### src/rtl/branch_resolve_ctrl_pkg.sv
// rtl/branch_resolve_ctrl_pkg.sv - shared types and constants for the branch resolve controller
//
// Holds the resolve FSM state encoding, the BTB update entry layout
// ({pc, target, taken}, 65 bits) and the sequential-PC helper.
package branch_resolve_ctrl_pkg;

    localparam int XLEN  = 32;
    localparam int UPD_W = 2 * XLEN + 1;

    typedef enum logic {
        ST_IDLE  = 1'b0,
        ST_FLUSH = 1'b1
    } brc_state_t;

    typedef struct packed {
        logic [XLEN-1:0] pc;
        logic [XLEN-1:0] target;
        logic            taken;
    } upd_entry_t;

    // Fall-through address; wraps naturally at 2^32.
    function automatic logic [XLEN-1:0] fallthrough_pc(input logic [XLEN-1:0] pc);
        return pc + 32'd4;
    endfunction

endpackage

### src/rtl/branch_resolve_ctrl_fifo.sv
// rtl/branch_resolve_ctrl_fifo.sv - btb_update_fifo: queue of pending BTB updates
//
// Ports:
//   clk, rst            clock, asynchronous active-high reset
//   push, push_data     write side; push is ignored when full
//   full                no free entry
//   out_valid/out_ready head handshake; out_data is the head entry (zero when empty)
module btb_update_fifo #(
    parameter int DEPTH = 4,
    parameter int WIDTH = 65
) (
    input  logic             clk,
    input  logic             rst,
    input  logic             push,
    input  logic [WIDTH-1:0] push_data,
    output logic             full,
    output logic             out_valid,
    input  logic             out_ready,
    output logic [WIDTH-1:0] out_data
);

    localparam int AW = $clog2(DEPTH);
    localparam logic [AW:0] FULL_CNT = DEPTH[AW:0];

    logic [WIDTH-1:0] mem [DEPTH];
    logic [AW-1:0]    wr_ptr;
    logic [AW-1:0]    rd_ptr;
    logic [AW:0]      count;
    logic             do_push;
    logic             do_pop;

    assign full      = (count == FULL_CNT);
    assign out_valid = (count != '0);
    assign do_push   = push & ~full;
    assign do_pop    = out_valid & out_ready;

    // Storage is not reset; the head is masked so stale data never leaks out.
    assign out_data  = out_valid ? mem[rd_ptr] : '0;

    always_ff @(posedge clk) begin
        if (do_push) begin
            mem[wr_ptr] <= push_data;
        end
    end

    // DEPTH is a power of two, so pointer wrap is plain overflow.
    always_ff @(posedge clk or posedge rst) begin
        if (rst) begin
            wr_ptr <= '0;
            rd_ptr <= '0;
            count  <= '0;
        end else begin
            if (do_push) begin
                wr_ptr <= wr_ptr + AW'(1);
            end
            if (do_pop) begin
                rd_ptr <= rd_ptr + AW'(1);
            end
            case ({do_push, do_pop})
                2'b10:   count <= count + (AW+1)'(1);
                2'b01:   count <= count - (AW+1)'(1);
                default: count <= count;
            endcase
        end
    end

endmodule

### src/rtl/branch_resolve_ctrl.sv
// rtl/branch_resolve_ctrl.sv - resolves EX-stage branches: redirect, flush, BTB update queue, stats
//
// Ports:
//   clk, rst                         clock, asynchronous active-high reset
//   ex_valid, ex_is_branch, ex_pc    EX instruction qualifiers and PC
//   ex_taken, ex_target              resolved outcome and target
//   ex_pred_taken, ex_pred_target    fetch-time prediction
//   ex_stall                         EX must hold (update queue full)
//   redirect_valid, redirect_pc      one-cycle fetch redirect after a mispredict
//   flush                            kill wrong-path IF/ID contents
//   upd_valid/upd_ready, upd_pc,
//   upd_target, upd_taken            BTB update stream
//   stat_branches, stat_mispredicts  saturating statistics counters
import branch_resolve_ctrl_pkg::*;

module branch_resolve_ctrl #(
    parameter int FIFO_DEPTH   = 4,
    parameter int FLUSH_CYCLES = 2,
    parameter int CNT_W        = 32
) (
    input  logic             clk,
    input  logic             rst,
    input  logic             ex_valid,
    input  logic             ex_is_branch,
    input  logic [31:0]      ex_pc,
    input  logic             ex_taken,
    input  logic [31:0]      ex_target,
    input  logic             ex_pred_taken,
    input  logic [31:0]      ex_pred_target,
    output logic             ex_stall,
    output logic             redirect_valid,
    output logic [31:0]      redirect_pc,
    output logic             flush,
    output logic             upd_valid,
    input  logic             upd_ready,
    output logic [31:0]      upd_pc,
    output logic [31:0]      upd_target,
    output logic             upd_taken,
    output logic [CNT_W-1:0] stat_branches,
    output logic [CNT_W-1:0] stat_mispredicts
);

    localparam int FC_W = $clog2(FLUSH_CYCLES + 1);

    brc_state_t  state;
    brc_state_t  state_next;
    logic [FC_W-1:0] flush_cnt;
    logic        flush_last;
    logic        q_full;
    logic        br_seen;
    logic        accepted;
    logic        mispredict;
    logic [31:0] correct_pc;
    upd_entry_t  enq_entry;
    upd_entry_t  head_entry;

    // A branch in IDLE either proceeds or stalls; in FLUSH it is wrong-path and dropped.
    assign br_seen    = ex_valid & ex_is_branch & (state == ST_IDLE);
    assign accepted   = br_seen & ~q_full;
    assign ex_stall   = br_seen & q_full;
    assign mispredict = accepted & ((ex_taken != ex_pred_taken) |
                                    (ex_taken & (ex_pred_target != ex_target)));
    assign correct_pc = ex_taken ? ex_target : fallthrough_pc(ex_pc);
    assign flush_last = (flush_cnt == FC_W'(FLUSH_CYCLES - 1));

    always_ff @(posedge clk or posedge rst) begin
        if (rst) begin
            state     <= ST_IDLE;
            flush_cnt <= '0;
        end else begin
            state     <= state_next;
            flush_cnt <= (state == ST_FLUSH && state_next == ST_FLUSH) ?
                         flush_cnt + FC_W'(1) : '0;
        end
    end

    always_comb begin
        state_next = state;
        case (state)
            ST_IDLE:  if (mispredict) state_next = ST_FLUSH;
            ST_FLUSH: if (flush_last) state_next = ST_IDLE;
            default:  state_next = ST_IDLE;
        endcase
    end

    always_comb begin
        flush = (state == ST_FLUSH);
    end

    always_ff @(posedge clk or posedge rst) begin
        if (rst) begin
            redirect_valid   <= 1'b0;
            redirect_pc      <= '0;
            stat_branches    <= '0;
            stat_mispredicts <= '0;
        end else begin
            redirect_valid <= mispredict;
            redirect_pc    <= mispredict ? correct_pc : '0;
            if (accepted && stat_branches != '1) begin
                stat_branches <= stat_branches + CNT_W'(1);
            end
            if (mispredict && stat_mispredicts != '1) begin
                stat_mispredicts <= stat_mispredicts + CNT_W'(1);
            end
        end
    end

    assign enq_entry = '{pc: ex_pc, target: ex_target, taken: ex_taken};

    btb_update_fifo #(
        .DEPTH (FIFO_DEPTH),
        .WIDTH (UPD_W)
    ) u_upd_fifo (
        .clk       (clk),
        .rst       (rst),
        .push      (accepted),
        .push_data (enq_entry),
        .full      (q_full),
        .out_valid (upd_valid),
        .out_ready (upd_ready),
        .out_data  (head_entry)
    );

    assign upd_pc     = head_entry.pc;
    assign upd_target = head_entry.target;
    assign upd_taken  = head_entry.taken;

endmodule

### config.mk
export PLATFORM = sky130hd
export DESIGN_NAME = branch_resolve_ctrl
export DESIGN_NICKNAME = d
export VERILOG_FILES = /design/src/rtl/branch_resolve_ctrl_pkg.sv /design/src/rtl/branch_resolve_ctrl_fifo.sv /design/src/rtl/branch_resolve_ctrl.sv
export SDC_FILE = /design/constraint.sdc
export NUM_CORES = 1
export LEC_CHECK = 0
export CAP_MARGIN = 10
export CORE_MARGIN = 3
export CORE_UTILIZATION = 45
export CTS_BUF_LIST = sky130_fd_sc_hd__clkbuf_4 sky130_fd_sc_hd__clkbuf_8
export DETAILED_ROUTE_END_ITERATION = 10
export GPL_ROUTABILITY_DRIVEN = 0
export GPL_TIMING_DRIVEN = 0
export PLACE_DENSITY = 0.66
export SLEW_MARGIN = 20
export SYNTH_ARGS = -nofsm -noshare
export SYNTH_HDL_FRONTEND = slang
export SYNTH_HIERARCHICAL = 1
export SYNTH_SLANG_ARGS = --single-unit
### constraint.sdc
create_clock -name clk -period 7.04 [get_ports clk]
set_input_delay 2.112 -clock clk [delete_from_list [all_inputs] [get_ports clk]]
set_output_delay 2.112 -clock clk [all_outputs]
set_load 0.02 [all_outputs]
# After elaboration in Yosys (flattened, before gate mapping)
# Memories as Yosys holds them, arrays and structs flattened.
# Index checks and enable logic that the tools add are counted.
# Widths: inputs -> output; s select.
[classes]
addsub = 8
n_mul = 0
div_mod_pow = 0
n_lt_le_gt_ge = 0
eq_ne = 8
shift = 0
muxes = 10
bitwise_logic = 11
n_reduce_logical = 5
[ops]
columns = ["operator", "n"]
rows = [
  ["$mux 65", 1],
  ["$add 32x1->32 const B", 2],
  ["$mux 32", 2],
  ["$ne 32x32->1 const B", 2],
  ["$add 32x3->32 const B", 1],
  ["$ne 32x32->1", 1],
  ["$and 1x1->1", 8],
  ["$add 2x1->2 const B", 3],
  ["$pmux 3 s2", 1],
  ["$eq 2x1->1 const B", 2],
  ["$mux 1", 4],
  ["$add 3x1->3 const B", 1],
  ["$eq 3x3->1 const B", 1],
  ["$logic_and 1x1->1", 3],
  ["$reduce_bool 3->1", 1],
  ["$sub 3x1->3 const B", 1],
  ["$eq 2x2->1 const B", 1],
  ["$mux 2", 1],
  ["$not 1->1", 2],
  ["$pmux 1 s2", 1],
  ["$reduce_bool 2->1", 1],
  ["$ne 1x1->1", 1],
  ["$or 1x1->1", 1],
]
[totals]
reg_bits = 107
latch_bits = 0
mem_bits_rw = 260
rom_bits = 0
input_bits = 103
n_memories = 1
[memory_table]
columns = ["memory", "depth", "width", "rd", "rd_ports_with_merged_regs", "write_ports", "line_no", "source"]
rows = [
  ["u_upd_fifo.mem", 4, 65, 1, 0, 1, "branch_resolve_ctrl_fifo.sv:25", "logic [WIDTH-1:0] mem [DEPTH];"],
]

# Longest topological paths before layout
# Gate-level depths: netlist of run 1.
[depth]
depth_word = 8
depth_mapped = 10
ltp_nobuf = 10

# By module
# Netlist of run 1, hierarchy kept.
[by_module_without_submodules]
columns = ["mod", "n_inst", "cells_per_inst", "area_each_um2", "seq_area_each_um2"]
rows = [
  ["btb_update_fifo", 1, 450, 10266.1, 7982.7],
  ["branch_resolve_ctrl", 1, 548, 5462.7, 2502.4],
]

# Worst setup path before layout of run 1
# Ideal clock, no wire load.
[synth_timing]
path_type = "input to register"
startpoint = "in ex_valid"
endpoint = "mem u_upd_fifo.mem[0][0] (enable)"
t_arrival_ns = 4.292
slack_ns = 2.318
path_stages = 3
n_path_buf = 0
path_cell_list = "and4bb_2 > nor2b_1 > and2_1"
[synth_between]
elab_chain_cells = 6
[synth_lines]
columns = ["element", "line_no", "source"]
rows = [
  ["start: declaration", "branch_resolve_ctrl.sv:23", "input logic ex_valid,"],
  ["$and 1x1->1 (2 in a row)", "branch_resolve_ctrl.sv:58", "assign br_seen = ex_valid & ex_is_branch & (state == ST_IDLE);"],
  ["$and 1x1->1", "branch_resolve_ctrl.sv:59", "assign accepted = br_seen & ~q_full;"],
  ["$and 1x1->1", "branch_resolve_ctrl_fifo.sv:34", "assign do_push = push & ~full;"],
  ["$mux 1", "branch_resolve_ctrl_fifo.sv:41", "if (do_push) begin"],
  ["$mux 1 (not written as such)", "branch_resolve_ctrl_fifo.sv:42", "mem[wr_ptr] <= push_data;"],
  ["end: declaration", "branch_resolve_ctrl_fifo.sv:25", ""],
]
# No other way between the ends.

# Worst setup path after layout of run 1
[layout_timing]
startpoint = "in ex_valid"
endpoint = "out ex_stall"
[layout_between]
elab_chain_cells = 3
[layout_lines]
columns = ["element", "line_no", "source"]
rows = [
  ["$and 1x1->1 (2 in a row)", "branch_resolve_ctrl.sv:58", ""],
  ["$and 1x1->1", "branch_resolve_ctrl.sv:60", "assign ex_stall = br_seen & q_full;"],
  ["end: declaration", "branch_resolve_ctrl.sv:30", "output logic ex_stall,"],
]
# No other way between the ends.

==> results.cfg, run 1 <==
[clock_network]
clk-insertion-delay-late_ps = 590
postCtsSetupBuffers = 0
clock_sinks = 367
cts.clk_slew.worst_paths_ps = 60
cts_buffer_depth = 3
cts_root_buf = clkbuf_8
cts_made_buffers = 61
cts_resized = 0
ctsHoldBuffers = 0
htreeDepth = 2
cts_tree = done

[synth]
syn_inst = 998
synth_edf_count = 260
async_flop_share_pct = 29.16
syn-mean-instance-area_sq_um = 15.76
synth_warnings = 6
synth.cell_area_sq_um = 15730
yosysUniqueCellTypes = 48
syn_nets = 1111
yosysSeqAreaShare_pct = 66.66
ys_top_cells_by_area = edfxtp_1 (50%), dfrtp_1 (17%), mux4_2 (9.3%)
ys.flop_type = edfxtp_1
synth-seq-cells = 367
yosys.area.top_type_share_pct = 49.64
yosysTopAreaCell = edfxtp_1

[sta]
hold_violations = 0
post-route-period-util_pct = 78.01
slew_headroom_pct = 25.89
period_needed_ps = 5492
setup_viol = 0
slew_viol_final = 0
fmax_ghz = 0.1821
finalSetupTns_ps = 0
rsz0062_at_grt = no
tightest_slew_ps = 1102
finClkSkew_ps = 18.94

[routing]
viasPerCell = 5.261
drc = 0
wl_per_cell_microns = 22.70
drt-pass1-iter-count = 5
via_count = 9649
ant_nets = 0
drt_wl_total_microns = 41630
first_iter_violations = 541

[critical_path]
startpoint_type = primary input
worstPathMaxFanout = 2
worstPathArrival_ps = 3380
critPathRequiredTime_ps = 4930
critical_path_class = in -> out
end_kind = output pin

[grt]
grt_pass1_vias = 9917
overflow = 0
antenna_found_initial = 2
track_usage_pct = 22.18
grt_start_max_net_pins = 61
grt_pass1_wl_microns = 61110

[floorplan]
floorplan.rows = 67
start_util_pct = 46.33
io_pins = 268
dieWidth_microns = 193.0
die_area_sq_um = 37230
coreArea_sq_um = 33950
die_h_microns = 193.0

[flow_run]
cap_violations = 0

[worst_hold_path]
hold_path_class = reg -> reg

[outcome]
status = completed

[cells_and_area]
fin_area_sq_um = 20440
syn_to_final_growth_pct = 29.97
nets = 1446
final_cell_mix = clkdlybuf4s50_1 (267), edfxtp_1 (260), dfrtp_1 (107), xnor2_1 (93), and2_1 (75)
final_util_pct = 60.21
drive_gt1_share_pct = 15.01
fill_cells = 2658
antenna_cells = 0
mostFrequentLayoutCell = clkdlybuf4s50_1

[placement]
port_buffers = 267
placed_cell_area_sq_um = 19090
dpl.hpwl_microns = 29050

[power]
powerDensity_nw_per_um2 = 347.9
vdd_drop_max_uv = 179.3
leakage_uw = 0.007537
finalPower_uw = 7113
-- layer usage --
layer	part of all wire, %	vias to the layer above	global-route usage [%]	routed length [microns]
met4	1.8	4	5.452	750
met1	42	4835	29.50	17560
met2	47	335	35.44	19370
met3	9.5	50	7.756	3942
met5	0.043	-	0	18
li1	-	4425	-	-
-- per-stage QoR --
stage	hold WS [ps]	cells	worst slack (ps)
floorplan	409.9	998	2309
global placement	419.9	1713	363.6
detailed placement	434.3	1718	1289
CTS	470.5	1834	1540
global route	481.3	1834	1524
finish	459.8	1834	1548
-- registers in the layout (all words and copies together), names as in the netlist --
register and count:
u_upd_fifo/rd_ptr 2, stat_mispredicts 32, stat_branches 32, redirect_valid 1
u_upd_fifo/count 3, flush_cnt 2, flush 1, u_upd_fifo/mem 260
redirect_pc 32, u_upd_fifo/wr_ptr 2
-- worst max-delay path: stages --
cell             delay (ps)
clkdlybuf4s50_1         460
and4b_1                 200
clkdlybuf4s50_1         610
-- cell type report --
cell class,instances,area [sq um],area share [%]
clock inverters,36,325.3,1.591
repair buffers,272,2788,13.64
flip-flops and latches,367,10490,51.29
inverters,24,95.09,0.4651
clock buffers,80,1026,5.019
multi-input cells,569,4930,24.11
well taps,448,560.5,2.742
plain buffers,38,234.0,1.144
-- report_power, final --
part           internal, uW  switching, uW  leakage, uW
Sequential             2530           88.9      0.00378
Combinational          1220           1250      0.00305
Clock                  1180            848     0.000705
Total                  4920           2190      0.00754
-- synthesized netlist by cell type, drive strengths merged (10+ instances only) --
master,n
edfxtp,260
xnor2,93
and2,79
and3,26
dfrtp,107
nor2,37
o211a,10
clkbuf,19
nor4,11
nor3,14
inv,24
mux2i,11
xor2,32
nand2b,13
nand3,41
and4,12
buf,19
mux4,65
nand2,41
nand4,30
-- logic make-up (layout without fill, tap and decap cells) --
| group | Yosys count | count (layout) | synth area share, % |
|---|---|---|---|
| AOI/OAI and AO/OA | 31 | 31 | 1.472 |
| muxes | 78 | 78 | 10.15 |
| adders and majority gates | 10 | 10 | 0.8432 |
| xor gates and xnor gates | 125 | 125 | 6.960 |
| and+or+nand+nor | 325 | 325 | 11.85 |
| buffers and inverters | 62 | 450 | 2.060 |
| DFF | 367 | 367 | 66.66 |
-- worst paths after layout --
kind | start | depth (start not counted) | endpoint | slack, ps
min in group asynchronous | rst | 2 | u_upd_fifo/wr_ptr[1] | 1920
min | flush_cnt[0] | 1 | flush_cnt[0] | 460
min reg2reg | flush_cnt[0] | 1 | flush_cnt[0] | 460
max reg2reg | u_upd_fifo/count[2] | 7 | redirect_pc[22] | 4210
max in group asynchronous | rst | 3 | stat_branches[21] | 4430
max | ex_valid | 3 | ex_stall | 1550
Note: power is estimated with default switching activity, not from simulation.
==> run 2: changes to the inputs <==
==> constraint.sdc (replaced) <==
create_clock -name clk -period 5.2 [get_ports clk]
set_input_delay 1.56 -clock clk [delete_from_list [all_inputs] [get_ports clk]]
set_output_delay 1.56 -clock clk [all_outputs]
set_load 0.02 [all_outputs]
==> results of run 2 <==
The final DEF is identical to that of run 1. Status: completed.
Among the figures that moved: setup slack after placement 1289 ps -> 0.7105 ps; setup slack after layout 1548 ps -> 456.7 ps; start point of the critical path ex_valid -> u_upd_fifo/count[0]; end point of the critical path ex_stall -> upd_target[30]; register-to-register setup slack 4210 ps -> 2370 ps; total power 7113 uW -> 9630 uW; worst IR drop on VDD 179.3 uV -> 242.8 uV
